==> config.mk <==
export PLATFORM = sky130hd
export DESIGN_NAME = rom_6502_loader
export DESIGN_NICKNAME = d
export VERILOG_FILES = /design/src/rtl/rom_6502_loader.sv
export SDC_FILE = /design/constraint.sdc
export NUM_CORES = 1
export LEC_CHECK = 0
export ABC_AREA = 1
export BUFFER_PORTS_ARGS = -buffer_cell sky130_fd_sc_hd__buf_2
export CORE_AREA = 2 2 122 124
export DETAILED_ROUTE_END_ITERATION = 8
export DIE_AREA = 0 0 124 126
export GPL_ROUTABILITY_DRIVEN = 0
export SETUP_SLACK_MARGIN = 0.02
export SYNTH_ARGS = -nofsm -noshare
export SYNTH_HDL_FRONTEND = slang
export SYNTH_SLANG_ARGS = --single-unit
==> constraint.sdc <==
create_clock -name clk -period 5.05 [get_ports clk]
set_input_delay 1.01 -clock clk [delete_from_list [all_inputs] [get_ports clk]]
set_output_delay 1.01 -clock clk [all_outputs]
set_load 0.005 [all_outputs]
==> src/rtl/rom_6502_loader.sv <==
// rom_6502_loader: boot-image writer and verifier for the PIF 6502 program ROM.
// Streams DEPTH bytes into the ROM, reads them back, and releases the CPU on a good checksum.
//
// Ports
//   clk, reset        system clock, asynchronous active-high reset
//   start             1-cycle pulse that begins a load (ignored while busy)
//   expected_sum      host checksum, captured on an accepted start
//   in_data/in_valid  image byte stream; in_ready is high while loading
//   mem_we/mem_wdata  registered ROM write strobe and data
//   mem_oe            registered ROM read request
//   mem_addr          ROM address for either a write or a read; 0 when idle
//   mem_valid/mem_q   ROM read data, one cycle after mem_oe
//   cpu_hold          1 keeps the 6502 in reset
//   busy/done/error   status
module rom_6502_loader #(
    parameter int ADDR_W = 12,
    parameter int DEPTH  = 4096,
    parameter int DATA_W = 8
) (
    input  logic              clk,
    input  logic              reset,
    input  logic              start,
    input  logic [15:0]       expected_sum,
    input  logic [DATA_W-1:0] in_data,
    input  logic              in_valid,
    output logic              in_ready,
    output logic              mem_we,
    output logic [ADDR_W-1:0] mem_addr,
    output logic [DATA_W-1:0] mem_wdata,
    output logic              mem_oe,
    input  logic              mem_valid,
    input  logic [DATA_W-1:0] mem_q,
    output logic              cpu_hold,
    output logic              busy,
    output logic              done,
    output logic              error
);

    // Counters are one bit wider than the address so they can hold DEPTH itself.
    localparam int CNT_W = ADDR_W + 1;
    localparam logic [CNT_W-1:0]  DEPTH_C = CNT_W'(DEPTH);
    localparam logic [ADDR_W-1:0] LAST_A  = ADDR_W'(DEPTH - 1);
    localparam logic [CNT_W-1:0]  CNT_ONE = CNT_W'(1);
    localparam logic [ADDR_W-1:0] ADR_ONE = ADDR_W'(1);

    typedef enum logic [2:0] {
        S_IDLE,
        S_LOAD,
        S_VERIFY,
        S_DONE,
        S_ERROR
    } state_t;

    state_t            state;
    logic [ADDR_W-1:0] wr_addr;
    logic [CNT_W-1:0]  rd_cnt;
    logic [CNT_W-1:0]  rx_count;
    logic [15:0]       load_sum;
    logic [15:0]       read_sum;
    logic [15:0]       exp_sum;
    logic              beat;
    logic              pass;

    assign in_ready = (state == S_LOAD);
    assign busy     = (state == S_LOAD) || (state == S_VERIFY);
    assign beat     = in_valid && in_ready;

    // Both the readback and the host checksum must agree with what was written.
    assign pass = (read_sum == load_sum) && (load_sum == exp_sum);

    always_ff @(posedge clk or posedge reset) begin
        if (reset) begin
            state     <= S_IDLE;
            wr_addr   <= '0;
            rd_cnt    <= '0;
            rx_count  <= '0;
            load_sum  <= '0;
            read_sum  <= '0;
            exp_sum   <= '0;
            mem_we    <= 1'b0;
            mem_oe    <= 1'b0;
            mem_addr  <= '0;
            mem_wdata <= '0;
            cpu_hold  <= 1'b1;
            done      <= 1'b0;
            error     <= 1'b0;
        end else begin
            // Strobes are single-cycle; the address bus parks at 0 when unused.
            mem_we    <= 1'b0;
            mem_oe    <= 1'b0;
            mem_addr  <= '0;
            mem_wdata <= '0;

            case (state)
                S_IDLE, S_DONE, S_ERROR: begin
                    if (start) begin
                        state    <= S_LOAD;
                        wr_addr  <= '0;
                        rd_cnt   <= '0;
                        rx_count <= '0;
                        load_sum <= '0;
                        read_sum <= '0;
                        exp_sum  <= expected_sum;
                        cpu_hold <= 1'b1;
                        done     <= 1'b0;
                        error    <= 1'b0;
                    end
                end

                S_LOAD: begin
                    if (beat) begin
                        mem_we    <= 1'b1;
                        mem_addr  <= wr_addr;
                        mem_wdata <= in_data;
                        load_sum  <= load_sum + 16'(in_data);
                        wr_addr   <= wr_addr + ADR_ONE;
                        if (wr_addr == LAST_A) begin
                            // The last write lands during the first
                            // VERIFY cycle, so reads start one cycle later.
                            state  <= S_VERIFY;
                            rd_cnt <= '0;
                        end
                    end
                end

                S_VERIFY: begin
                    // mem_we was high this cycle only on entry; reads are
                    // issued from the cycle after, one address per cycle.
                    if (!mem_we && rd_cnt != DEPTH_C) begin
                        mem_oe   <= 1'b1;
                        mem_addr <= ADDR_W'(rd_cnt);
                        rd_cnt   <= rd_cnt + CNT_ONE;
                    end
                    if (mem_we && rd_cnt != DEPTH_C) begin
                        mem_oe   <= 1'b0;
                    end
                    if (mem_valid && rx_count != DEPTH_C) begin
                        read_sum <= read_sum + 16'(mem_q);
                        rx_count <= rx_count + CNT_ONE;
                    end
                    // Decision is taken the edge after the last byte arrives.
                    if (rx_count == DEPTH_C) begin
                        if (pass) begin
                            state    <= S_DONE;
                            done     <= 1'b1;
                            cpu_hold <= 1'b0;
                        end else begin
                            state    <= S_ERROR;
                            error    <= 1'b1;
                            cpu_hold <= 1'b1;
                        end
                    end
                end

                default: begin
                    state    <= S_IDLE;
                    cpu_hold <= 1'b1;
                end
            endcase
        end
    end

endmodule

==> results.toml, run 1 <==
[clock_network]
tritoncts = "built"
cts.sinks = 114
path_clk_slew_ps = 50
insertion_delay_ps = 420
cts-buffers-inserted = 17
clk_path_buf_depth = 2
post_cts_buffers = 0
cts_root_buf = "clkbuf_16"
htree_num_levels = 4
ctsHoldBuffers = 0
cts.repair.resized = 0

[status]
status = "completed"

[worst_setup_path]
end_kind = "output port"
r2r-start = "state[0]"
cp.required_ps = 4040
criticalPathCategory = "flip-flop to output port"
path_cells = "inv_2, nand2_2, nor2_4, nor2_1, inv_1, buf_2"
cp_data_arrival_time_ps = 1860
slowest_stage = "nor2_4"
critical_path.startpoint_type = "flip-flop"
critPathMaxFanout = 25
crit_start = "state[0]"
slowest_delay_ps = 550

[global_route]
antenna_found_initial = 0
grt_pass1_vias = 5505
overflow = 0
grt.total_usage_pct = 22.4
grtUsageMet3_pct = 4.21
grt_pass1_wl_mm = 27.2
grt.met2_usage_pct = 33.3
globalRoute.busiestLayer = "met2"
grt_util_met1_pct = 33.0
grt_start_max_net_pins = 61

[placement]
detailed_place_hpwl_mm = 11.8
port_buffers = 63
place_ws_ps = 2080

[timing]
rsz0062_at_grt = "no"
slew_headroom_pct = 50.5
fin_skew_ps = 10.3
fmax_mhz = 348
finalSetupViolCount = 0
hold_violations = 0
min_period_ps = 2870
worst_slack_ps = 2180
setup_tns_ps = 0
finalCritPeriodShare_pct = 56.9
drv_slew = 0
worst_slew_pin_slew_ps = 743

[floorplan]
design.core.area_um2 = 14300
core.rowCount = 44
die_area_um2 = 15600
start_util_pct = 46.3
die_height_um = 126
num_io_pins = 64
die_w_um = 124

[finish]
drive_gt1_share_pct = 12.3
layout_common_cells = "270 x nand2_1, 119 x inv_1, 113 x dfrtp_1"
nNetsFinal = 1016
area_growth_pct = 17.2
layout_commonest_cell = "nand2_1"
diodes = 0
num-fill-cells = 1397

[logic_synthesis]
ys_warn_count = 0
synth_top_area_cell = "dfrtp_1"
syn_area_um2 = 6620
synth_top_area_share_pct = 42.7
synthCells = 892
syn_nets = 952
synth-async-reset-ratio_pct = 100
synth-edff-count = 0
synth_ff_type = "dfrtp_1"
synthTopCellsByArea = "dfrtp_1 43%, nand2_1 15%, inv_1 6.8%"
synth.yosys.seq_area_share_pct = 43.1
ys_seq_elements = 114
avgSynthCellArea_um2 = 7.43
synth_cell_types = 40

[route]
vias_per_cell = 5.08
firstDrtPassIters = 5
drtAntennaViolNets = 0
post_drt_wl_per_cell_um = 14.1
routed_wl_mm = 16.2
first_iter_violations = 342
vias = 5858
drc = 0

[power_and_ir_drop]
ir_worst_vdd_v = 0.000276
p_leak_nw = 3.96
power_density_nw_per_um2 = 510

[job]
max_cap_violations = 0

[worst_hold_path]
holdCritPathClass = "flip-flop to flip-flop"
worstHoldStart = "done"
-- per-stage QoR --
stage	total power [W]	hold slack [ps]	std cells	util [%]	instance area, um^2
floorplan	0.00226	453	892	-	6620
global placement	0.00258	453	1121	49.5	7080
detailed placement	0.00259	461	1121	49.5	7080
CTS	0.00398	472	1153	54.2	7760
global route	0.00423	516	1153	54.2	7760
finish	0.00396	464	1153	54.2	7760
-- report_power, final --
part           leakage [nW]  total [W]  switching (W)  internal [W]
Clock                 0.335    0.00139       0.000433      0.000952
Combinational          2.08    0.00133       0.000897      0.000431
Sequential             1.54    0.00125       0.000154       0.00109
Total                  3.96    0.00396        0.00148       0.00247
-- metal layers --
layer | vias up | wire, um
met1 | 2697 | 8050
met4 | 0 | 244
met3 | 23 | 787
li1 | 3000 | -
met5 | - | 0
met2 | 138 | 7150
-- registers in the layout, indices dropped and copies added (netlist names) --
signal and cells:
rx_count 13, rd_cnt 13, cpu_hold 1, state 3, error 1, load_sum 16, mem_wdata 8, mem_oe 1
wr_addr 12, mem_we 1, read_sum 16, exp_sum 16, mem_addr 12, done 1
-- cell usage after synthesis, types with 2 or more instances --
cell type / count
a21oi_1: 29
a31oi_1: 2
and2_1: 2
buf_2: 9
buf_4: 3
buf_6: 2
clkbuf_1: 8
dfrtp_1: 113
fa_1: 2
ha_1: 21
inv_1: 120
inv_2: 5
nand2_1: 270
nand2_2: 2
nand3_1: 50
nand3b_1: 4
nand4_1: 20
nor2_1: 68
nor2_2: 3
nor3_1: 22
nor4_1: 2
o21ai_0: 51
o21ai_1: 12
o21bai_1: 2
o22ai_1: 17
or2_2: 3
or3_1: 2
xnor2_1: 27
xor2_1: 10
-- worst paths after layout --
kind                                     end  depth (start not counted)  slack [ps]
worst min register to register          done                          2         460
worst min-delay path                    done                          2         460
worst max-delay path                    busy                          6        2180
min in group asynchronous         wr_addr[0]                          2         730
max in group asynchronous              error                          3        3390
worst max register to register  read_sum[14]                          8        2250
-- cell families (layout without fill, tap and decap cells) --
group                      Yosys count  count (layout)  synth area share (%)
buffers and inverters              147             224                  8.90
and+or+nand+nor                    453             453                  28.9
AOI/OAI and AO/OA                  118             118                  9.61
xor gates and xnor gates            37              37                  4.89
adders and majority gates           23              23                  4.57
DFF                                114             114                  43.1
-- layout make-up --
type                            instances  area (um^2)  area share [%]
Timing Repair Buffer                   67          345            4.45
Multi-Input combinational cell        631         3180            41.0
Clock buffer                           23          508            6.54
Tap cell                              184          230            2.97
Clock inverter                          9          173            2.22
Sequential cell                       114         2850            36.8
Inverter                              125          472            6.08
-- worst max-delay path, delay by kind of cell (launching register included) --
kind / cells / cell delay, ps
AND/OR/NAND/NOR: 3 / 800
flip-flops: 1 / 370
buffers and inverters: 3 / 280
(Power assumes the default switching activity.)
==> inputs of run 2 (changes only) <==
==> constraint.sdc (replaced) <==
create_clock -name clk -period 2.8 [get_ports clk]
set_input_delay 0.56 -clock clk [delete_from_list [all_inputs] [get_ports clk]]
set_output_delay 0.56 -clock clk [all_outputs]
set_load 0.005 [all_outputs]
==> run 2 against run 1 <==
Compared with the run above: clock power increased by 58%; final area is 0.23% higher; utilization rose by 0.12 points; register-to-register slack got worse by 1700 ps; clock-buffer cell count increased by 1; worst setup slack got worse by 1700 ps; combinational power increased by 87%; highest routed layer unchanged; global-route usage shrank 0.085 points; final cell count rose by 0.52%; hold slack worse by 270 ps; sequential power is 80% higher.
==> results.toml, run 2 (synthesis results as in run 1) <==
[clock_network]
htree_num_levels = 4
cts.repair.resized = 0
insertion_delay_ps = 420
post_cts_buffers = 0
ctsHoldBuffers = 0
clk_path_buf_depth = 2
cts_root_buf = "clkbuf_16"
cts.sinks = 114
path_clk_slew_ps = 50
cts-buffers-inserted = 17
tritoncts = "built"

[finish]
layout_common_cells = "270 x nand2_1, 119 x inv_1, 113 x dfrtp_1"
multi_input_area_um2 = 3180
diodes = 0
final_cells = 1159
area_growth_pct = 17.5
num-fill-cells = 1386
drive_gt1_share_pct = 12.6
layout_commonest_cell = "nand2_1"
top_regs = "exp_sum: 16 flops, load_sum: 16 flops, read_sum: 16 flops"
nNetsFinal = 1022
regArea_um2 = 2850

[timing]
worst_slew_pin_slew_ps = 548
setup_tns_ps = 0
finalCritPeriodShare_pct = 81.3
finalSetupViolCount = 0
drv_slew = 0
min_period_ps = 2280
rsz0062_at_grt = "no"
hold_violations = 0
fmax_mhz = 439
slew_headroom_pct = 63.4
fin_skew_ps = 8.74

[floorplan]
num_io_pins = 64
design.core.area_um2 = 14300
start_util_pct = 46.3
die_w_um = 124
die_area_um2 = 15600
core.rowCount = 44
die_height_um = 126

[route]
firstDrtPassIters = 5
vias_per_cell = 5.01
post_drt_wl_per_cell_um = 13.8
drc = 0
vias = 5802
first_iter_violations = 342
routed_wl_mm = 16.0
drtAntennaViolNets = 0

[worst_setup_path]
path_cells = "ha_1, inv_1, fa_1, inv_1, nand2_1, o21ai_0, nand2_1, nand2_1, nand3_1, nand2_1, nand2_1, nand3_1, o21ai_0"
cp_top_family = "adder cells"
critical_path.startpoint_type = "flip-flop"
criticalPathCategory = "flip-flop to flip-flop"
slowest_stage = "dfrtp_1"
end_kind = "flip-flop"
crit_path_frequent_cell = "nand2_1"
cp_data_arrival_time_ps = 2560
crit_buf_inv = 2
cp.required_ps = 3080
critPathMaxFanout = 3
slowest_delay_ps = 410

[power_and_ir_drop]
power_density_nw_per_um2 = 892
ir_worst_vdd_v = 0.000492
p_leak_nw = 3.95
finalPower_w = 0.00694

[global_route]
overflow = 0
antenna_found_initial = 0
grt_start_max_net_pins = 50
grt.total_usage_pct = 22.3
grt_pass1_wl_mm = 27.0
grt_pass1_vias = 5497

[job]
max_cap_violations = 0

[placement]
place_inst = 1127
detailed_place_hpwl_mm = 11.8
port_buffers = 63

[worst_hold_path]
holdCritPathClass = "input port to async pin"

[status]
status = "completed"
-- run 2: cell types whose count changed in the layout (fill, tap and decap cells not counted), sizes merged --
cell and delta:
buf +6, clkinvlp +4, bufinv -3, clkbuf +1, clkinv -1, inv -1
-- run 2: area by class of cell --
type                       count  share of cell area [%]
clock buffer                  24                    6.45
clock inverter                 8                    1.29
tap                          184                    2.96
timing repair buffer          73                    5.66
inverter                     125                    6.08
multi-input combinational    631                    40.9
sequential                   114                    36.7
-- run 2: power by group --
group | leakage [nW] | total (W) | switching [W] | internal [W]
Combinational | 2.12 | 0.00249 | 0.00162 | 0.000876
Sequential | 1.54 | 0.00225 | 0.000284 | 0.00197
Clock | 0.284 | 0.00219 | 0.000767 | 0.00142
Total | 3.95 | 0.00694 | 0.00267 | 0.00427
-- run 2: worst paths after layout --
| kind | from | to | slack [ps] | cells after the start |
|---|---|---|---|---|
| min in group clk | expected_sum[11] | exp_sum[11] | 340 | 3 |
| min reg2reg | done | done | 470 | 2 |
| max | read_sum[0] | read_sum[14] | 520 | 13 |
| max reg2reg | read_sum[0] | read_sum[14] | 520 | 13 |
| min | reset | wr_addr[2] | 190 | 2 |
| max in group asynchronous | reset | cpu_hold | 1930 | 3 |
-- run 2: per-stage QoR --
step	worst slack [ps]	util [%]	hold slack, ps	area (um^2)
final	524	54.4	192	7780
after global routing	259	54.4	228	7780
after CTS	493	54.4	197	7780
after detailed placement	317	50.1	472	7180
after global placement	397	50.1	467	7180
after floorplan	663	-	453	6630
-- run 2: per-layer routing --
metal / vias up / wire [um] / GRT usage, % / share of wire [%]
li1: 3009 / - / - / -
met1: 2658 / 7890 / 32.0 / 49
met2: 116 / 7160 / 34.0 / 45
met4: 0 / 235 / 7.07 / 1.5
met3: 19 / 754 / 4.57 / 4.7
met5: - / 0 / 0 / 0
==> inputs of run 3 (changes only) <==
==> constraint.sdc (replaced) <==
create_clock -name clk -period 2.18 [get_ports clk]
set_input_delay 0.436 -clock clk [delete_from_list [all_inputs] [get_ports clk]]
set_output_delay 0.436 -clock clk [all_outputs]
set_load 0.005 [all_outputs]
==> run 3 against run 2 <==
Compared with the run above: sequential power rose by 28%; via count rose by 1.1%; clock-buffer cell count fell by 4; final cell count rose by 1.8%.
==> results.toml, run 3 (synthesis results as in run 1) <==
[route]
post_drt_wl_per_cell_um = 13.9
drc = 0
routed_wl_mm = 16.4
firstDrtPassIters = 5
vias = 5864
vias_per_cell = 4.97
first_iter_violations = 372
drtAntennaViolNets = 0

[finish]
top_regs = "exp_sum: 16 flops, load_sum: 16 flops, read_sum: 16 flops"
nNetsFinal = 1044
num-fill-cells = 1408
stdcell_area_um2 = 8000
drive_gt1_share_pct = 14.9
final_cells = 1180
diodes = 0
layout_common_cells = "269 x nand2_1, 119 x inv_1, 113 x dfrtp_1"
layout_commonest_cell = "nand2_1"
multi_input_area_um2 = 3190
regArea_um2 = 2850
area_growth_pct = 20.7

[placement]
place_inst = 1146
port_buffers = 63
place_area_um2 = 7300
place_ws_ps = -74.4
detailed_place_hpwl_mm = 12.0

[global_route]
grt_pass1_vias = 5629
grt.total_usage_pct = 23.1
grt_start_max_net_pins = 52
overflow = 0
antenna_found_initial = 0
grt_pass1_wl_mm = 27.8

[worst_setup_path]
cp.required_ps = 2480
end_kind = "flip-flop"
critical_path.startpoint_type = "flip-flop"
criticalPathCategory = "flip-flop to flip-flop"
critPathMaxFanout = 3
cp_data_arrival_time_ps = 2300

[power_and_ir_drop]
p_int_w = 0.00596
pwr-share-comb_pct = 35.9
clkPwrFrac_pct = 33.7
ir_worst_vdd_v = 0.000723
p_sw_w = 0.00349
p_sw_share_pct = 36.9
p_seq_share_pct = 30.4
power_density_nw_per_um2 = 1180
p_leak_nw = 4.09

[clock_network]
clk_path_buf_depth = 2
cts.sinks = 114
tritoncts = "built"
htree_num_levels = 4
cts-buffers-inserted = 17
cts_root_buf = "clkbuf_16"
path_clk_slew_ps = 50
insertion_delay_ps = 420

[timing]
drv_slew = 0
whs_ps = 206
hold_violations = 0
rsz0062_at_grt = "yes"
worst_slew_pin_slew_ps = 480
slew_headroom_pct = 68.0
fmax_mhz = 500
finalSetupViolCount = 0
finalCritPeriodShare_pct = 91.7
fin_skew_ps = 4.56
worst_slack_ps = 181
min_period_ps = 2000

[status]
status = "completed"

[floorplan]
die_height_um = 126
start_util_pct = 46.3
core.rowCount = 44
die_w_um = 124
die_area_um2 = 15600
num_io_pins = 64
design.core.area_um2 = 14300

[worst_hold_path]
holdCritPathClass = "input port to flip-flop"

[job]
max_cap_violations = 0
[run 3: cell type report]
cell class / count / share of cell area, %
Multi-Input combinational cell: 631 / 39.9
Timing Repair Buffer: 95 / 7.29
Sequential cell: 114 / 35.7
Clock inverter: 11 / 2.60
Tap cell: 184 / 2.88
Clock buffer: 20 / 5.71
Inverter: 125 / 5.91
[run 3: through the flow]
stage               total power, W  utilization, %  TNS (ps)
global route                0.0102            55.9         0
detailed placement         0.00628            51.0      -140
CTS                        0.00950            55.7         0
floorplan                  0.00523               -         0
finish                     0.00945            55.9         0
global placement           0.00625            51.0     -67.2
[run 3: path summary, 6_finish.rpt]
check,slack [ps],depth (start not counted),startpoint,to
max,180,12,read_sum[0],read_sum[12]
min,210,3,expected_sum[2],exp_sum[2]
max reg2reg,180,12,read_sum[0],read_sum[12]
min reg2reg,470,2,done,done
max in group asynchronous,1140,4,reset,cpu_hold
min in group asynchronous,490,3,reset,wr_addr[1]
[run 3: per-layer routing]
| metal | share of wire (%) | track usage (%) |
|---|---|---|
| met5 | 0 | 0 |
| met3 | 3.5 | 4.08 |
| met2 | 45 | 34.9 |
| met1 | 50 | 33.6 |
| met4 | 1.3 | 7.67 |
[run 3: what timing repair did]
item | in CTS | in global routing
hold endpoints to repair | 4 | 0
endpoints found under the setup margin | 0 | 8
gates resized for setup | 0 | 7
hold buffers | 1 | 0
buffers inserted | 0 | 2
[run 3: power by group through the flow]
stage	Combinational, W	Sequential, W	Clock (W)
after floorplan	0.00242	0.00281	0
after global placement	0.00336	0.00289	0
after detailed placement	0.00338	0.00290	0
after CTS	0.00340	0.00287	0.00324
after global routing	0.00390	0.00293	0.00334
final	0.00340	0.00287	0.00319
[run 3: worst max-delay path, stage by stage (launching register included)]
cell and delay (ps):
dfrtp_1 370, ha_2 210, inv_1 60, fa_1 380, inv_1 80, nand2_1 80
o21ai_2 200, buf_4 130, nand4_1 90, nand2_1 80, nand2_1 50, nand4_1 80
o21ai_0 80
